--- config.mk ---
export PLATFORM = sky130hd
export DESIGN_NAME = pacman_move_scheduler_flat
export DESIGN_NICKNAME = d
export VERILOG_FILES = /design/src/rtl/pacman_move_scheduler_if.sv /design/src/rtl/pacman_move_scheduler.sv /design/src/flat_wrapper.sv
export SDC_FILE = /design/constraint.sdc
export NUM_CORES = 1
export LEC_CHECK = 0
export CAP_MARGIN = 15
export CELL_PAD_IN_SITES_DETAIL_PLACEMENT = 0
export CELL_PAD_IN_SITES_GLOBAL_PLACEMENT = 1
export CORE_MARGIN = 10
export CORE_UTILIZATION = 35
export DETAILED_ROUTE_END_ITERATION = 8
export PLACE_DENSITY_LB_ADDON = 0.1
export SLEW_MARGIN = 20
export SYNTH_ARGS = -nofsm -noshare
export SYNTH_HDL_FRONTEND = slang
export SYNTH_SLANG_ARGS = --single-unit
--- constraint.sdc ---
create_clock -name clk -period 6.8 [get_ports clk]
set_clock_uncertainty 0.05 [all_clocks]
set_input_delay 0.68 -clock clk [delete_from_list [all_inputs] [get_ports clk]]
set_output_delay 0.68 -clock clk [all_outputs]
set_load 0.01 [all_outputs]
--- src/rtl/pacman_move_scheduler_if.sv ---
// Bundles the request, wall-map port and movement status signals of the move scheduler.
// Latency: none, wiring only.
// Backpressure: none; the scheduler owns map_rd and expects map_wall one cycle later.
interface pacman_move_scheduler_if #(
    parameter int X_W = 5,
    parameter int Y_W = 5
);
    logic           run;
    logic           up_req;
    logic           down_req;
    logic           left_req;
    logic           right_req;
    logic           map_rd;
    logic [X_W-1:0] map_x;
    logic [Y_W-1:0] map_y;
    logic           map_wall;
    logic [X_W-1:0] pos_x;
    logic [Y_W-1:0] pos_y;
    logic [3:0]     cur_dir;
    logic           moved;
    logic           blocked;

    // Scheduler side
    modport master (
        input  run, up_req, down_req, left_req, right_req, map_wall,
        output map_rd, map_x, map_y, pos_x, pos_y, cur_dir, moved, blocked
    );

    // Game / maze-memory side
    modport slave (
        output run, up_req, down_req, left_req, right_req, map_wall,
        input  map_rd, map_x, map_y, pos_x, pos_y, cur_dir, moved, blocked
    );
endinterface

--- src/rtl/pacman_move_scheduler.sv ---
// Steps Pac-Man one tile per movement tick: try the held turn, else keep going, else stop.
// Latency: tick to moved is 3 cycles, or 5 when a failed turn falls back to a straight move.
// Backpressure: none; wall map is a shared sync-read port. Optional TUNNEL_WRAP_EN wraps x at the edges.
module pacman_move_scheduler #(
    parameter int GRID_W   = 28,
    parameter int GRID_H   = 31,
    parameter int START_X  = 14,
    parameter int START_Y  = 23,
    parameter int MOVE_DIV = 8,
    parameter int X_W      = $clog2(GRID_W),
    parameter int Y_W      = $clog2(GRID_H)
) (
    input  logic                   clk,
    input  logic                   reset,
    pacman_move_scheduler_if.master bus
);
    localparam int              CNT_W    = (MOVE_DIV > 1) ? $clog2(MOVE_DIV) : 1;
    localparam logic [CNT_W-1:0] CNT_LAST = CNT_W'(MOVE_DIV - 1);
    localparam logic [CNT_W-1:0] CNT_ONE  = CNT_W'(1);
    localparam logic [X_W-1:0]   X_MAX    = X_W'(GRID_W - 1);
    localparam logic [Y_W-1:0]   Y_MAX    = Y_W'(GRID_H - 1);
    localparam logic [X_W-1:0]   X_ONE    = X_W'(1);
    localparam logic [Y_W-1:0]   Y_ONE    = Y_W'(1);
    localparam logic [3:0]       DIR_UP   = 4'b1000;
    localparam logic [3:0]       DIR_DN   = 4'b0100;
    localparam logic [3:0]       DIR_LT   = 4'b0010;
    localparam logic [3:0]       DIR_RT   = 4'b0001;

    typedef enum logic [2:0] {S_IDLE, S_Q_REQ, S_R_REQ, S_Q_CUR, S_R_CUR} state_t;

    state_t           r_state, w_state_nxt;
    logic [CNT_W-1:0] r_cnt;
    logic             r_tick_pend;
    logic [X_W-1:0]   r_pos_x, r_map_x, w_nb_x;
    logic [Y_W-1:0]   r_pos_y, r_map_y, w_nb_y;
    logic [3:0]       r_cur_dir, r_qry_dir, w_issue_dir, w_req;
    logic             r_moved, r_blocked, r_map_rd, r_oob;
    logic             w_req_vld, w_wall, w_nb_oob, w_issue, w_pend_clr, w_move, w_take_req, w_blk_set;

    // A request only counts when exactly one direction is held.
    assign w_req     = {bus.up_req, bus.down_req, bus.left_req, bus.right_req};
    assign w_req_vld = (w_req != 4'd0) && ((w_req & (w_req - 4'd1)) == 4'd0);
    // Off-grid targets were never read and count as walls in the response slot.
    assign w_wall    = r_oob | bus.map_wall;

    // Movement tick divider; a pending tick is dropped whenever the game is paused.
    always_ff @(posedge clk) begin
        if (reset || !bus.run) begin
            r_cnt       <= '0;
            r_tick_pend <= 1'b0;
        end else if (r_cnt == CNT_LAST) begin
            r_cnt       <= '0;
            r_tick_pend <= 1'b1;
        end else begin
            r_cnt <= r_cnt + CNT_ONE;
            if (w_pend_clr) r_tick_pend <= 1'b0;
        end
    end

    // Neighbour tile of the current position in the direction about to be queried.
    always_comb begin
        w_nb_x   = r_pos_x;
        w_nb_y   = r_pos_y;
        w_nb_oob = 1'b1;
        case (w_issue_dir)
            DIR_UP: if (r_pos_y != '0) begin
                w_nb_oob = 1'b0;
                w_nb_y   = r_pos_y - Y_ONE;
            end
            DIR_DN: if (r_pos_y != Y_MAX) begin
                w_nb_oob = 1'b0;
                w_nb_y   = r_pos_y + Y_ONE;
            end
            DIR_LT: if (r_pos_x != '0) begin
                w_nb_oob = 1'b0;
                w_nb_x   = r_pos_x - X_ONE;
            end else begin
`ifdef TUNNEL_WRAP_EN
                w_nb_oob = 1'b0;
                w_nb_x   = X_MAX;
`endif
            end
            DIR_RT: if (r_pos_x != X_MAX) begin
                w_nb_oob = 1'b0;
                w_nb_x   = r_pos_x + X_ONE;
            end else begin
`ifdef TUNNEL_WRAP_EN
                w_nb_oob = 1'b0;
                w_nb_x   = '0;
`endif
            end
            default: w_nb_oob = 1'b1;
        endcase
    end

    // FSM state register.
    always_ff @(posedge clk) begin
        if (reset) r_state <= S_IDLE;
        else       r_state <= w_state_nxt;
    end

    // FSM next state and per-cycle actions; pausing aborts any in-flight query.
    always_comb begin
        w_state_nxt = r_state;
        w_issue     = 1'b0;
        w_issue_dir = r_cur_dir;
        w_pend_clr  = 1'b0;
        w_move      = 1'b0;
        w_take_req  = 1'b0;
        w_blk_set   = 1'b0;
        if (!bus.run) begin
            w_state_nxt = S_IDLE;
        end else begin
            case (r_state)
                S_IDLE: if (r_tick_pend) begin
                    w_pend_clr = 1'b1;
                    if (w_req_vld && (w_req != r_cur_dir)) begin
                        w_state_nxt = S_Q_REQ;
                        w_issue     = 1'b1;
                        w_issue_dir = w_req;
                    end else if (r_cur_dir != 4'd0) begin
                        w_state_nxt = S_Q_CUR;
                        w_issue     = 1'b1;
                    end
                end
                S_Q_REQ: w_state_nxt = S_R_REQ;
                S_R_REQ: begin
                    w_state_nxt = S_IDLE;
                    if (!w_wall) begin
                        w_move     = 1'b1;
                        w_take_req = 1'b1;
                    end else if (r_cur_dir != 4'd0) begin
                        w_state_nxt = S_Q_CUR;
                        w_issue     = 1'b1;
                    end else begin
                        w_blk_set = 1'b1;
                    end
                end
                S_Q_CUR: w_state_nxt = S_R_CUR;
                S_R_CUR: begin
                    w_state_nxt = S_IDLE;
                    if (!w_wall) w_move    = 1'b1;
                    else         w_blk_set = 1'b1;
                end
                default: w_state_nxt = S_IDLE;
            endcase
        end
    end

    // Query port, position, facing and status registers.
    always_ff @(posedge clk) begin
        if (reset) begin
            r_pos_x   <= X_W'(START_X);
            r_pos_y   <= Y_W'(START_Y);
            r_cur_dir <= 4'd0;
            r_qry_dir <= 4'd0;
            r_moved   <= 1'b0;
            r_blocked <= 1'b0;
            r_map_rd  <= 1'b0;
            r_map_x   <= '0;
            r_map_y   <= '0;
            r_oob     <= 1'b0;
        end else begin
            r_moved  <= w_move;
            r_map_rd <= w_issue & ~w_nb_oob;
            if (w_issue) begin
                r_oob     <= w_nb_oob;
                r_qry_dir <= w_issue_dir;
                if (!w_nb_oob) begin
                    r_map_x <= w_nb_x;
                    r_map_y <= w_nb_y;
                end
            end
            // A successful query always came from an on-grid (or wrapped) tile held in map_x/y.
            if (w_move) begin
                r_pos_x   <= r_map_x;
                r_pos_y   <= r_map_y;
                r_blocked <= 1'b0;
            end
            if (w_take_req) r_cur_dir <= r_qry_dir;
            if (w_blk_set)  r_blocked <= 1'b1;
        end
    end

    assign bus.map_rd  = r_map_rd;
    assign bus.map_x   = r_map_x;
    assign bus.map_y   = r_map_y;
    assign bus.pos_x   = r_pos_x;
    assign bus.pos_y   = r_pos_y;
    assign bus.cur_dir = r_cur_dir;
    assign bus.moved   = r_moved;
    assign bus.blocked = r_blocked;
endmodule

--- src/flat_wrapper.sv ---
// flat-port wrapper written by rule: the top's interface ports become plain ports
module pacman_move_scheduler_flat 
#(
    parameter int GRID_W   = 28,
    parameter int GRID_H   = 31,
    parameter int START_X  = 14,
    parameter int START_Y  = 23,
    parameter int MOVE_DIV = 8,
    parameter int X_W      = $clog2(GRID_W),
    parameter int Y_W      = $clog2(GRID_H)
)
  (clk, reset, bus_run, bus_up_req, bus_down_req, bus_left_req, bus_right_req, bus_map_wall, bus_map_rd, bus_map_x, bus_map_y, bus_pos_x, bus_pos_y, bus_cur_dir, bus_moved, bus_blocked);
  pacman_move_scheduler_if #(.X_W(X_W), .Y_W(Y_W)) bus_i ();
  input  logic clk;
  input  logic reset;
  input wire logic [$bits(bus_i.run)-1:0] bus_run;
  input wire logic [$bits(bus_i.up_req)-1:0] bus_up_req;
  input wire logic [$bits(bus_i.down_req)-1:0] bus_down_req;
  input wire logic [$bits(bus_i.left_req)-1:0] bus_left_req;
  input wire logic [$bits(bus_i.right_req)-1:0] bus_right_req;
  input wire logic [$bits(bus_i.map_wall)-1:0] bus_map_wall;
  output wire logic [$bits(bus_i.map_rd)-1:0] bus_map_rd;
  output wire logic [$bits(bus_i.map_x)-1:0] bus_map_x;
  output wire logic [$bits(bus_i.map_y)-1:0] bus_map_y;
  output wire logic [$bits(bus_i.pos_x)-1:0] bus_pos_x;
  output wire logic [$bits(bus_i.pos_y)-1:0] bus_pos_y;
  output wire logic [$bits(bus_i.cur_dir)-1:0] bus_cur_dir;
  output wire logic [$bits(bus_i.moved)-1:0] bus_moved;
  output wire logic [$bits(bus_i.blocked)-1:0] bus_blocked;
  assign bus_i.run = bus_run;
  assign bus_i.up_req = bus_up_req;
  assign bus_i.down_req = bus_down_req;
  assign bus_i.left_req = bus_left_req;
  assign bus_i.right_req = bus_right_req;
  assign bus_i.map_wall = bus_map_wall;
  assign bus_map_rd = bus_i.map_rd;
  assign bus_map_x = bus_i.map_x;
  assign bus_map_y = bus_i.map_y;
  assign bus_pos_x = bus_i.pos_x;
  assign bus_pos_y = bus_i.pos_y;
  assign bus_cur_dir = bus_i.cur_dir;
  assign bus_moved = bus_i.moved;
  assign bus_blocked = bus_i.blocked;
  pacman_move_scheduler #(.GRID_W(GRID_W), .GRID_H(GRID_H), .START_X(START_X), .START_Y(START_Y), .MOVE_DIV(MOVE_DIV), .X_W(X_W), .Y_W(Y_W)) u_core (.clk(clk), .reset(reset), .bus(bus_i));
endmodule
==> metrics.yaml <==
crit_path_max_fanout: 15
synth_area_per_cell_um2: 8.17
drv_slew: 0
vias: 2252
fp.dieH_um: 103
synth_warnings: 0
setup_viol: 0
hold_start: "u_core.r_cnt[0]"
syn_area_um2: 2430
grt_antenna_before_repair: 0
slowest_stage: "clkdlybuf4s50_1"
drc: 0
routed_via_density: 5.37
hpwlAfterDp_mm: 4.65
cp-startpoint: "bus_down_req"
fin_area_um2: 2930
root_buffer: "clkbuf_8"
finalWeightedCongestion: 0.793
rsz0062_at_grt: "no"
fin_nets: 337
htree_levels: 2
power_density_nw_per_um2: 156
synth_top_area_share: 0.321
cts_setup_buffers: 0
worst_pin_slew_ns: 0.862
first_global_vias: 2094
grt_pass1_wl_mm: 10.4
path_class: "input port to flop"
wl_per_cell_um: 15.2
critPathCaptureType: "flop"
status: "finished clean"
r2r_setup_slack_ns: 3.42
final.setup.worst_slack_ns: 2.93
finalNonFillerCells: 419
clock-sinks: 39
path_buf_inv: 1
cp.arrival_ns: 4.05
core_area_um2: 6790
yosys.cell_types.count: 62
synth_nets: 313
synth-main-ff-cell: "dfxtp_1"
groute.usage.overall: 0.123
maxSlewHeadroom: 0.424
maxCapViolCount: 0
synth_edf_count: 0
grt_max_degree: 26
ant_nets: 0
clk_latency_ns: 0.29
crit_family: "simple AND/OR/NAND/NOR gates"
cts_made_buffers: 5
drtIter0Drc: 113
synth-seq-cells: 39
syn_inst: 298
cpPeakStageDelay_ns: 0.78
max_freq_mhz: 258
portBuffers: 34
p_leak_uw: 0.00111
crit_path_start_kind: "input port"
ir_drop_mv: 0.0704
dieArea_um2: 10700
synth_seq_area_share: 0.321
grt_overflow: 0
dpl_worst_slack_ns: 2.55
cp_cell_sequence: "clkdlybuf4s50_1 > or3b_1 > o21ai_0 > o211ai_1 > a221oi_2 > nand3_4 > or4_1 > a21oi_1"
diodes: 0
hold_buffers: 0
drive_above_1_share: 0.0743
fp.dieW_um: 103
synth_top_cell_by_area: "dfxtp_1"
drt_pass1_iterations: 4
wl_mm: 6.36
place_area_um2: 2810
rr_startpoint: "u_core.r_state[1]"
clockBufferDepth: 2
cts_tree: "yes"
fin_setup_tns_ns: 0
syn_to_final_growth_pct: 20.4
final_util: 0.431
fin_crit_ns: 3.87
hold_path.class: "flop to flop"
initial_core_util: 0.358
path_clk_slew_ns: 0.08
ctsResizeCount: 0
synth.area.top_cells: "dfxtp_1 32%, mux2i_1 5.8%, nand2_1 4.5%"
rows: 30
synthArstFlopShare: 0
required_ns: 6.98
pin_count: 35
finalHoldViolations: 0
placedCellCount: 411
post-route-period-util: 0.570
cell usage in the layout, fill, tap and decap left out, types with 5 or more instances in the layout:
master           synthesis  layout
a21oi_1                 21      21
ha_1                     7       7
nor4b_1                  5       5
clkbuf_8                 0       6
nand3_1                 15      15
o211ai_1                 5       5
clkdlybuf4s50_1          0      34
nor3_1                  13      13
xnor2_1                  8       8
nor2_1                  28      28
o21ai_0                  9       9
dfxtp_1                 39      39
a211oi_1                 7       7
inv_1                    9       9
mux2i_1                 14      14
nand2_1                 29      29
routing by layer:
metal / track usage / share of wire
met5: 0 / 0
met2: 0.181 / 0.43
met1: 0.168 / 0.49
met4: 0.0374 / 0.013
met3: 0.0359 / 0.064
sequential cells by signal (all words and copies together) (netlist names):
signal / cells
u_core.bus.map_y: 5
u_core.bus.map_x: 5
u_core.r_qry_dir: 4
u_core.bus.blocked: 1
u_core.r_cnt: 3
u_core.bus.pos_y: 5
u_core.r_tick_pend: 1
u_core.r_oob: 1
u_core.bus.moved: 1
u_core.bus.cur_dir: 4
u_core.bus.pos_x: 5
u_core.bus.map_rd: 1
u_core.r_state: 3
worst register-to-register path: cells and delay by family (launching register included):
kind             cells  cell delay, ns
AO/OA/AOI/OAI        2            0.85
flip-flops           1            0.44
AND/OR/NAND/NOR      4            1.98
area by class of cell:
type                            count  area (um2)
Inverter                           10        37.5
Fill cell                         713        3860
Timing Repair Buffer               37         363
Tap cell                           96         120
Clock inverter                      2        35.0
Multi-Input combinational cell    229        1510
Sequential cell                    39         781
Clock buffer                        6        82.6
path summary, 6_finish.rpt:
kind,end,cells after the start
hold reg to reg,u_core.r_cnt[0],1
setup / recovery,u_core.bus.map_y[2],8
hold / removal,u_core.r_cnt[0],1
setup reg to reg,u_core.bus.map_y[2],6
cells by family after synthesis:
logic type,count (synthesis),share of synthesized area
AND/OR/NAND/NOR,128,0.286
XOR/XNOR,9,0.0324
adder cells (fa/ha/maj),7,0.0360
multiplexers,15,0.0622
flip-flops,39,0.321
AO/OA/AOI/OAI,70,0.205
buffers and inverters,30,0.0581
Yosys cell counts, drive strengths merged (4+ instances only):
library cell and n:
ha 7, nand2 29, nor2 28, buf 12, clkbuf 8, or3 4
mux2i 14, a21oi 22, o31ai 5, o21ai 10, o211ai 5, inv 9
a211oi 7, xnor2 8, or4b 5, nand3 16, nor3 13, dfxtp 39
nor2b 4, nor4b 6
where the power goes:
part           switching (uW)  leakage (uW)  internal, uW
combinational            15.6      0.000737          9.11
sequential              0.247      0.000315           229
clock                    83.8     0.0000612           119
through the flow:
stage	hold WS [ns]	total power, uW
after floorplan	0.354	250
after global placement	0.372	259
after detailed placement	0.373	259
after CTS	0.388	463
after global routing	0.424	475
final	0.385	456
Power figures use the tool's default switching activity.
